$ cat src/rtl/build_block.sv
// ============================================================================
// Module   : build_block
// Purpose  : Collects NUM_BYTES serial bytes into one packed block, first byte
//            at the highest index, then presents it with a valid/ready handshake.
// Revision : 1.0 - initial release
// ============================================================================
`default_nettype none

module build_block #(
   parameter int NUM_BYTES = 16,
   parameter int BYTE_W    = 8
) (
   input  logic                                clk_in,
   input  logic                                rst_in,
   input  logic                                start,
   input  logic [BYTE_W-1:0]                   data_in,
   input  logic                                valid_in,
   output logic                                ready_out,
   output logic [NUM_BYTES-1:0][BYTE_W-1:0]    block_out,
   output logic                                block_valid_out,
   input  logic                                block_ready_in,
   output logic [$clog2(NUM_BYTES+1)-1:0]      byte_count_out
);

   localparam int CW    = $clog2(NUM_BYTES+1);
   localparam int IDX_W = $clog2(NUM_BYTES);
   localparam logic [CW-1:0] LAST_COUNT = CW'(NUM_BYTES-1);

   typedef enum logic [1:0] {
      IDLE = 2'd0,
      FILL = 2'd1,
      HOLD = 2'd2
   } state_t;

   state_t                              state, state_nxt;
   logic [CW-1:0]                       count, count_nxt;
   logic [NUM_BYTES-1:0][BYTE_W-1:0]    block, block_nxt;
   logic [IDX_W-1:0]                    wr_idx;

   // Only evaluated in FILL, where count never exceeds NUM_BYTES-1.
   assign wr_idx = IDX_W'(NUM_BYTES-1) - count[IDX_W-1:0];

   always_ff @(posedge clk_in or negedge rst_in) begin
      if (!rst_in) begin
         state <= IDLE;
         count <= '0;
         block <= '0;
      end else begin
         state <= state_nxt;
         count <= count_nxt;
         block <= block_nxt;
      end
   end

   always_comb begin
      state_nxt = state;
      count_nxt = count;
      block_nxt = block;
      case (state)
         IDLE: begin
            if (start) begin
               state_nxt = FILL;
               count_nxt = '0;
               block_nxt = '0;
            end
         end
         FILL: begin
            // A restart discards any byte offered in the same cycle.
            if (start) begin
               count_nxt = '0;
               block_nxt = '0;
            end else if (valid_in) begin
               block_nxt[wr_idx] = data_in;
               count_nxt         = count + CW'(1);
               if (count == LAST_COUNT) state_nxt = HOLD;
            end
         end
         HOLD: begin
            if (block_ready_in) begin
               if (start) begin
                  state_nxt = FILL;
                  count_nxt = '0;
                  block_nxt = '0;
               end else begin
                  state_nxt = IDLE;
               end
            end
         end
         default: state_nxt = IDLE;
      endcase
   end

   assign ready_out       = (state == FILL);
   assign block_valid_out = (state == HOLD);
   assign block_out       = block;
   assign byte_count_out  = count;

endmodule

`default_nettype wire
$ cat config.mk
export PLATFORM = sky130hd
export DESIGN_NAME = build_block
export DESIGN_NICKNAME = d
export VERILOG_FILES = /design/src/rtl/build_block.sv
export SDC_FILE = /design/constraint.sdc
export NUM_CORES = 1
export LEC_CHECK = 0
export CORE_MARGIN = 8
export CORE_UTILIZATION = 45
export DETAILED_ROUTE_END_ITERATION = 10
export PLACE_DENSITY = 0.7
export SETUP_SLACK_MARGIN = 0.2
export SYNTH_ARGS = -nofsm -noshare
export SYNTH_HDL_FRONTEND = slang
export SYNTH_SLANG_ARGS = --single-unit
export TNS_END_PERCENT = 5
$ cat constraint.sdc
create_clock -name clk_in -period 2.3 [get_ports clk_in]
set_input_delay 0.46 -clock clk_in [delete_from_list [all_inputs] [get_ports clk_in]]
set_output_delay 0.46 -clock clk_in [all_outputs]
set_load 0.05 [all_outputs]
**After elaboration in Yosys (flattened, before gate mapping)**

Index checks and enable logic that the tools add are counted.
Widths: inputs -> output; s select.

- Input bits: 13
- Logic and storage cells: 56
- Output and inout bits: 135
- Register bits: 135

- Reductions and logical operators: 5
- Mux-type cells: 20
- Order comparisons: 2
- Add/sub/neg operators: 2
- Equality and inequality tests: 9

Operators by type and width:

| cell | number |
|---|---|
| $mux 128 | 4 |
| $pmux 128 s3 | 1 |
| $bwmux 128 | 1 |
| $demux 8 s4 | 1 |
| $mux 5 | 4 |
| $pmux 5 s3 | 1 |
| $mux 2 | 5 |
| $mux 8 | 1 |
| $ne 2x2->1 const B | 3 |
| $pmux 2 s3 | 1 |
| $add 5x1->5 const B | 1 |
| $eq 5x4->1 const B | 1 |
| $lt 4x5->1 const B | 1 |
| $reduce_and 5->1 | 1 |
| $ge 4x1->1 const B | 1 |
| $ne 2x1->1 const B | 2 |
| $sub 4x4->4 const A | 1 |
| $ne 3x3->1 const B | 1 |
| $reduce_and 3->1 | 1 |
| $reduce_bool 3->1 | 1 |
| $eq 2x1->1 const B | 1 |
| $eq 2x2->1 const B | 1 |
| $logic_not 2->1 | 1 |
| $logic_and 1x1->1 | 1 |
| $mux 1 | 1 |

**Longest topological paths before layout**

- Depth after elaboration: 9
- Gate-level depth with buffers: 8
- Depth with buffers taken out: 7

**Worst setup path before layout**

Ideal clock, no wire load.

- Kind: register to register
- Start point: reg count[0] (netlist: byte_count_out[0])
- End point: reg block (netlist bit block_out[127])
- Cell stages (with the launch flop): 8
- Arrival: 1880 ps
- Period minus slack after synthesis: 2014 ps
- Data required time: 2167 ps
- Slack: 286 ps
- Path buffers: 2
- Library setup time: 133 ps
- Cells stage by stage: dfrtp_1 -> inv_1 -> ha_1 -> buf_4 -> or3b_1 -> buf_4 -> a2bb2oi_4 -> o211ai_2

- Longest elaborated chain between the ends: 9
- Elaborated cells on any way between the ends: 10
- Classes of those cells: 1 x add/sub; 2 x order compare; 6 x mux; 1 x reduce/logical

Ends and longest elaborated chain:

| what | RTL line | source |
|---|---|---|
| start: declaration | 36 | `logic [CW-1:0] count, count_nxt;` |
| start signal: assignment | 50 | `count <= count_nxt;` |
| $sub 4x4->4 (*) | 41 | `assign wr_idx = IDX_W'(NUM_BYTES-1) - count[IDX_W-1:0];` |
| $lt 4x5->1 (implied by the code) or $ge 4x1->1 (tied branches) | 73 | `block_nxt[wr_idx] = data_in;` |
| $logic_and 1x1->1 (implied by the code) | 73 |  |
| $mux 8 (implied by the code) | 73 |  |
| $demux 8 s4 (*) | 73 |  |
| $bwmux 128 (*) | 73 |  |
| $mux 128 (*) | 72 | `end else if (valid_in) begin` |
| $mux 128 (*) | 69 | `if (start) begin` |
| $pmux 128 s3 (*) | 59 | `case (state)` |
| end signal: assignment | 51 | `block <= block_nxt;` |
| end: declaration | 37 | `logic [NUM_BYTES-1:0][BYTE_W-1:0] block, block_nxt;` |

Mark *: on every way between the ends. The rest lies on a longest branch, timed or not. The select of a mux whose other input is x is not followed.
A chain may end at the register's enable or synchronous reset.

**Worst setup path after layout**

- Start point: reg block (netlist bit block_out[126])
- End point: out block_out[126] in the netlist's numbering

RTL lines:

| what | RTL line | source |
|---|---|---|
| end: declaration | 19 | `output logic [NUM_BYTES-1:0][BYTE_W-1:0] block_out,` |

No word-level cell between the ends.

==> metrics.md <==
| Metric | Value |
|---|---|
| RSZ-0062 raised after global routing | true |
| Crit path required time | 1840 ps |
| Max Cap Viol | 0 |
| Die Span X | 149 um |
| Die Y | 149 um |
| Met3 WL | between 1.5 and 2 mm |
| Nets@finish | about 900 |
| Setup ws final | about 160 ps |
| Status | finished with violations |
| Worst slew pin tran | around 590 ps |
| Gr usage total | 0.205 |
| Core area | between 15000 and 20000 um^2 |
| Post-synthesis async set-or-reset flop share | 1.00 |
| Fmax | ~470 MHz |
| Initial DRC count | roughly 580 |
| Main synth FF type | dfrtp_1 |
| Number of global-route vias before repair | 6363 |
| Leak | approximately 4.4 nW |
| Final antenna-violating net count | 0 |
| Crit-path max cell delay | around 840 ps |
| Mapped Nets | 776 |
| CTS tree | done |
| Yosys warning count | 0 |
| Synth top area cells | dfrtp_1, o211ai_2, nand3_1 |
| CP cell instances | clkdlybuf4s50_1 |
| Clock transition at path regs | about 60 ps |
| WP depth | 1 |
| Placed cell count | between 1k and 1.5k |
| DP Wirelength | between 15 and 20 mm |
| DR vias/cell | ~5.9 |
| Final period util | 0.930 |
| EDFF count, synth | 0 |
| Maximum vdd drop | 0.510 mV |
| Wire per inst | about 20 um |
| Final hold violation count | 6 |
| Drt total wl | roughly 23 mm |
| Setup crit end kind | output port |
| Top cell type's share of synthesized area | 0.422 |
| CTS buffer count | 17 |
| Maximum number of pins on one net before global-route repair | approximately 60 |
| Setup TNS | 0 ps |
| Post-route DRC | 0 |
| Total grt overflow | 0 |
| Deepest clock path buffer count | 2 |
| First-pass GRT wire length | ~36 mm |
| Seq/Total Area, Yosys | 0.422 |
| Final hold slack | -8.62 ps |
| Initial Utilization | 0.461 |
| Area Overhead vs Synth | 28.6% |
| Rows | 48 |
| Top-count cell post-synth | nand3_1 |
| Met1 WL | approximately 10 mm |
| Unique masters post-synth | 46 |
| Min Tclk post-route | about 2100 ps |
| H-tree Lvls | 4 |
| Critical path startpoint category | flop |
| DR vias | 6568 |
| Placer Congestion | around 0.81 |
| I/O Pins | 148 |
| Mean Syn Cell Area | approximately 11 um^2 |
| CTS Hold Bufs | 0 |
| Postcts setup bufs | 0 |
| Failing checks | hold timing |
| Top fanout value on the critical path | 3 |
| Clock Tree Root | clkbuf_16 |
| Post-synth top cells | nand3_1, dfrtp_1, o211ai_2 |
| Yosys top cell by area | dfrtp_1 |
| PortBufs | roughly 150 |
| Pre-antenna DRT Iters | 4 |
| Slowest cell on crit path | clkdlybuf4s50_1 |
| Min-delay worst type | in -> async |
| Pwr/cell area | a little over 600 nW/um^2 |
| Final non-filler cell total | approximately 1.1k |
| Antenna violations before repair | 0 |
| CP delay by family, top | buffers and inverters |
| Slew margin rel. | 0.603 |
| CP Data Arrival Time | between 1500 and 2000 ps |
| Place WS | between 30 and 40 ps |
| Reg2reg path depth | 5 |
| Share of cells above drive strength 1 | 0.272 |
| Clk_lat worst skew | roughly 430 ps |
| Antenna diode count | 0 |
| Cell area after synthesis | between 8000 and 9000 um^2 |
| Worst Path Buf+Inv | 1 |
| Max Slew Vio Count | 0 |
| Gate Count Post-Synth | approximately 760 |
| Highest metal used | met4 |
| Crit Path Class | reg -> out |
| Met2 wire length | 10.8 mm |
| Die area | 22300 um^2 |
| Final setup violation count | 0 |
| CTS sink count | 135 |
| Clk_skew | 11.3 ps |
| Number of synthesized register bits | ~140 |
-- through the flow --
stage                     utilization  area, um^2  total power, mW  hold slack [ps]
final                           0.593       10300             6.33            -8.62
after global routing            0.593       10300             6.52             29.5
after CTS                       0.592       10300             6.36             8.24
after detailed placement        0.557        9680             3.57              459
after global placement          0.557        9680             3.56              458
after floorplan                     -        8000             3.21              164
-- cell families (layout without fill, tap and decap cells) --
family          count (synthesis)  after routing  synth area share
mux                             2              2           0.00250
buf+inv                       172            310             0.112
flops                         135            135             0.422
simple gates                  270            270             0.211
fa+ha+maj                       5              5           0.00782
compound gates                174            174             0.245
-- state kept, by name, indices dropped and copies added (netlist names) --
register	count
block_out	128
byte_count_out	5
state	2
-- placed cells by master (no fill, tap or decap), types with 2 or more instances in the layout --
master	synthesis	final
nand3_1	183	183
and3b_1	6	6
dlymetal6s2s_1	0	5
nand3b_1	8	8
inv_1	94	94
and3_1	12	12
nor3b_2	3	3
o211ai_1	39	39
ha_1	5	5
clkbuf_16	0	17
dfrtp_1	135	135
clkbuf_8	0	6
buf_12	3	14
clkdlybuf4s50_1	0	134
a2bb2oi_4	3	3
nor2b_1	2	2
or3b_2	3	3
dlygate4sd2_1	0	3
o211ai_2	114	114
clkinv_2	0	3
nand2_1	3	3
o21ai_0	2	2
buf_4	14	28
bufinv_16	0	2
nand3b_2	2	2
a221o_1	8	8
nand3_2	30	30
nand2_2	8	8
mux2i_1	2	2
-- routing by layer --
layer,GRT usage,vias to the layer above
li1,-,3015
met1,0.279,3317
met2,0.319,219
met3,0.0546,17
met4,0.0530,0
met5,0,-
-- final timing paths --
| path | startpoint | to | slack, ps |
|---|---|---|---|
| min | rst_in | block_out[66] | -9 |
| max in group asynchronous | rst_in | block_out[19] | 1640 |
| max reg2reg | byte_count_out[0] | block_out[124] | 310 |
| max | block_out[126] | block_out[126] | 160 |
| min in group clk_in | block_out[38] | block_out[38] | 540 |
| min reg2reg | block_out[38] | block_out[38] | 540 |
-- worst register-to-register path: stages (launching register included) --
cell and delay (ps):
dfrtp_1 430, inv_1 130, ha_1 330, or3b_1 570, a2bb2oi_4 270, o211ai_2 180
-- cell type report --
type	count	area [um^2]
clock inverters	7	91.3
flip-flops and latches	135	3380
well taps	225	282
repair buffers	185	1930
clock buffers	24	512
inverters	94	353
fillers	1507	7070
multi-input cells	451	3740
-- report_power, final --
| group | total, mW | internal (mW) | switching, mW | leakage [nW] |
|---|---|---|---|---|
| clock network | 2.81 | 1.76 | 1.05 | 0.298 |
| registers | 2.51 | 2.44 | 0.0687 | 1.87 |
| logic | 1.01 | 0.304 | 0.702 | 2.22 |
-- repair_timing --
item / in CTS / in global routing
endpoints found under the setup margin: 73 / 115
pin swaps: 0 / 0
resized for setup: 3 / 5
Power figures use the tool's default switching activity.
==> RTL edit 1, RTL diff (same settings) <==
Set the parameter `BYTE_W` to 9 (it was 8).
--- a/src/rtl/build_block.sv
+++ b/src/rtl/build_block.sv
@@ -8,7 +8,7 @@
 
 module build_block #(
    parameter int NUM_BYTES = 16,
-   parameter int BYTE_W    = 8
+   parameter int BYTE_W    = 9
 ) (
    input  logic                                clk_in,
    input  logic                                rst_in,
Interface: changed (resized block_out and data_in); port bits go from 148 to 165. No check against the original RTL was run, so the function may have changed too.
==> RTL edit 1 against the original RTL <==
- power up 6.2%
- count of clock-buffer cells in the layout unchanged
- non-clock buffer count up 14
- design area up 0.27%
- synthesized cell count up 11%
- setup slack better by 0.018 ns
- sequential cell count up 16
- maximum frequency up 0.86%
- routed wire length up 9.6%
- area after synthesis down 2.8%
- largest cell class is now sequential cells
==> RTL edit 1: results (changes against the original RTL) <==
[sta]
fin_crit_ns = 2.121  ; -0.01833 ns
skew_ns = 0.009014  ; -0.002245 ns

[layout]
n_fill_cell = 1461  ; -3.1%
largest_register_ffs = 144  ; +13%

[critical_path]
r2r_slack_ns = 0.34  ; +0.03 ns
r2r-end = block_out[3]
startpoint = block_out[1]
reg2reg_depth = 4  ; -1

[placed_design]
port_buffers = 164  ; +12%
gp_congestion = 0.8015  ; -1.5%
place_ws_ns = -0.009690  ; -0.04262 ns
hpwl_um = 16730  ; +7.8%
post_dp_cell_area_um2 = 9681  ; about the same

[power]
power.leakage_uw = 0.004050  ; -7.7%
ir_drop_uv = 565.0  ; +11%

[routing]
routedWlPerCell_um = 20.78  ; +1.4%
drt_iter0_markers = 739  ; +28%

[logic_synthesis]
synthMuxAreaShare_pct = 0.2574  ; +0.0071 points
syn_nets = 860  ; +11%
synth_cell_types = 38  ; -17%
synthTopCellsByCount = nand3_1, o211ai_1, dfrtp_1
synth_seq_area_share_pct = 48.58  ; +6.3 points

[grt]
grt_pass1_vias = 6911  ; +8.6%
grt_max_degree = 104  ; +76%

[run_status]
status = finished clean

-- RTL edit 1: cell types whose count changed in the layout (fill, tap and decap cells not counted), moves of 3 or more --
cell / unedited run / this run
a2bb2oi_4: 3 / 0
o32a_1: 0 / 4
nand3_1: 183 / 221
clkdlybuf4s50_1: 134 / 150
dfrtp_1: 135 / 150
nand2_2: 8 / 0
nand2_1: 3 / 14
o221ai_1: 0 / 18
buf_12: 14 / 11
inv_1: 94 / 122
o211ai_1: 39 / 154
nand3_2: 30 / 1
o211ai_2: 114 / 0
-- RTL edit 1: kinds of logic (layout without fill, tap and decap cells) --
family                   count (synthesis)  after routing
adder cells (fa/ha/maj)                  5              5
multiplexers                             2              2
AO/OA/AOI/OAI                          194            194
AND/OR/NAND/NOR                        281            281
flip-flops                             151            151
buffers and inverters                  208            354
-- RTL edit 1: per-layer routing --
| layer | global-route usage [%] | routed length [um] |
|---|---|---|
| met1 | 30.69 | 10680 |
| met2 | 36.72 | 12170 |
| met3 | 4.708 | 1889 |
| met5 | 0 | 0 |
| met4 | 6.833 | 433 |
-- RTL edit 1: final cells by class --
cell class / count / area, um^2 / area share [%]
Inverter: 123 / 461.7 / 4.476
Multi-Input combinational cell: 482 / 3136 / 30.40
Clock buffer: 24 / 491.7 / 4.767
Timing Repair Buffer: 199 / 2046 / 19.83
Tap cell: 225 / 281.5 / 2.729
Clock inverter: 8 / 118.9 / 1.152
Sequential cell: 151 / 3780 / 36.64
-- RTL edit 1: repair_timing --
action	in CTS	in global routing
hold buffers	1	0
gates resized for setup	3	6
hold endpoints to repair	39	0
endpoints found under the setup margin	77	124
-- RTL edit 1: power by group --
part / total (uW) / switching [uW] / internal (uW)
combinational: 993 / 704 / 289
sequential: 2810 / 74.3 / 2730
clock: 2920 / 1100 / 1820
==> RTL edit 2, RTL diff (same settings) <==
Made on the original files. Encoding of `state_t`: now one-hot (3 bits for 3 states).
--- a/src/rtl/build_block.sv
+++ b/src/rtl/build_block.sv
@@ -26,10 +26,10 @@
    localparam int IDX_W = $clog2(NUM_BYTES);
    localparam logic [CW-1:0] LAST_COUNT = CW'(NUM_BYTES-1);
 
-   typedef enum logic [1:0] {
-      IDLE = 2'd0,
-      FILL = 2'd1,
-      HOLD = 2'd2
+   typedef enum logic [2:0] {
+      IDLE = 3'b001,
+      FILL = 3'b010,
+      HOLD = 3'b100
    } state_t;
 
    state_t                              state, state_nxt;
Check against the original RTL: same outputs for any inputs over 4 cycles, from zero or initial values and one cycle with rst_in low; so few cycles prove little.
==> RTL edit 2 against the original RTL <==
- power up 9.1%
- maximum frequency grew 0.48%
- sequential cell count grew 1
- via count down 37%
- global-route usage is 0.91 points higher
- setup slack better by 0.010 ns
- sequential power hardly changed
- design area decreased by 24%
- area after synthesis down 31%
- critical path depth unchanged
- routed wire length shrank 28%
- critical path type unchanged
==> RTL edit 2: results (changes against the original RTL) <==
[critical_path]
critPathMaxFanout = 5  ; +2
r2r-end = block_out[113]
cp.arrival_ns = 1.67
startpoint = byte_count_out[1]
reg2reg_depth = 6  ; +1
slowest_stage = clkdlybuf4s50_1
r2r_slack_ns = 0.25  ; -0.06 ns
crit_end = byte_count_out[1]

[hold_path]
holdCritPathClass = in -> async

[logic_synthesis]
ys.flop_type = dfrtp_1
synthTopCellsByCount = dfrtp_1, o2bb2ai_1, nand2_2
syn_nets = 410  ; -47%
synthMuxAreaShare_pct = 0.3636  ; +0.11 points
synth_cells = 392  ; -48%
synth_compound_area_share_pct = 24.91  ; +0.43 points
yosysWarnings = 0  ; unchanged
synth_seq_area_share_pct = 61.84  ; +20 points
synth_cell_types = 43  ; -6.5%
synth_fa_ha_area_share_pct = 1.136  ; +0.35 points
synth_area_leaders = dfrtp_1, o2bb2ai_1, nand2_2

[placed_design]
post_dp_cell_area_um2 = 7164  ; -26%
hpwl_um = 11250  ; -28%
gp_congestion = 0.8148  ; +0.18%
dpl.cell_count = 684  ; -37%
place_ws_ns = 0.08930  ; +0.05638 ns

[grt]
grt_max_degree = 61  ; +3.4%
met1_usage_pct = 25.80  ; -2.1 points
antenna_found_initial = 0  ; unchanged
grtUsageTotal_pct = 21.45  ; +0.91 points
grt_pass1_wl_um = 26740  ; -26%
globalRouteMet2Util_pct = 36.16  ; +4.3 points
use_met3_pct = 5.949  ; +0.49 points
grt_pass1_vias = 4536  ; -29%

[routing]
wl_met1_um = 6944  ; -32%
drt_pre_antenna_iters = 4  ; unchanged
wl_met2_um = 8437  ; -22%
drt_iter0_markers = 380  ; -34%
vias = 4135  ; -37%
highest-signal-layer = met4
routedWlPerCell_um = 23.07  ; +13%
wl_met3_um = 920  ; -44%
routed_wl_um = 16520  ; -28%

[run_status]
status = finished clean

[sta]
slew_headroom_pct = 61.70  ; +1.4 points
whs_ns = 0.01896  ; +0.02759 ns
fin_ws_ns = 0.1710  ; +0.01025 ns
skew_ns = 0.006771  ; -0.004487 ns

[power]
ir_drop_uv = 489.9  ; -4.0%
power.leakage_uw = 0.003252  ; -26%

[layout]
drive_gt1_share_pct = 17.40  ; -9.8 points
n_fill_cell = 911  ; -40%
largest_register_ffs = 128  ; unchanged
fin_nets = 574  ; -36%

[clocking]
htree_num_levels = 4  ; unchanged
clk_pin_slew_ns = 0.06  ; about the same
root_buffer = clkbuf_16

RTL edit 2: cells by family after synthesis:
| logic type | count (synthesis) |
|---|---|
| compound gates | 158 |
| flops | 136 |
| simple gates | 59 |
| buf+inv | 32 |
| fa+ha+maj | 5 |
| mux | 2 |
RTL edit 2: report_power, final:
group	switching [uW]	internal [uW]	total [uW]	leakage, uW
clock	1090	1730	2830	0.000294
combinational	1090	471	1560	0.00107
sequential	64.3	2450	2510	0.00189
RTL edit 2: cell type report:
cell class / instances / area (um^2) / area share (%)
Timing Repair Buffer: 170 / 1659 / 21.32
Clock buffer: 18 / 429.2 / 5.515
Inverter: 7 / 26.28 / 0.3377
Tap cell: 147 / 183.9 / 2.364
Multi-Input combinational cell: 224 / 1889 / 24.28
Clock inverter: 14 / 186.4 / 2.396
Sequential cell: 136 / 3407 / 43.79
RTL edit 2: repair_timing:
| action | CTS | global route |
|---|---|---|
| endpoints found under the hold margin | 0 | 0 |
| resized for setup | 1 | 1 |
| endpoints found under the setup margin | 7 | 57 |
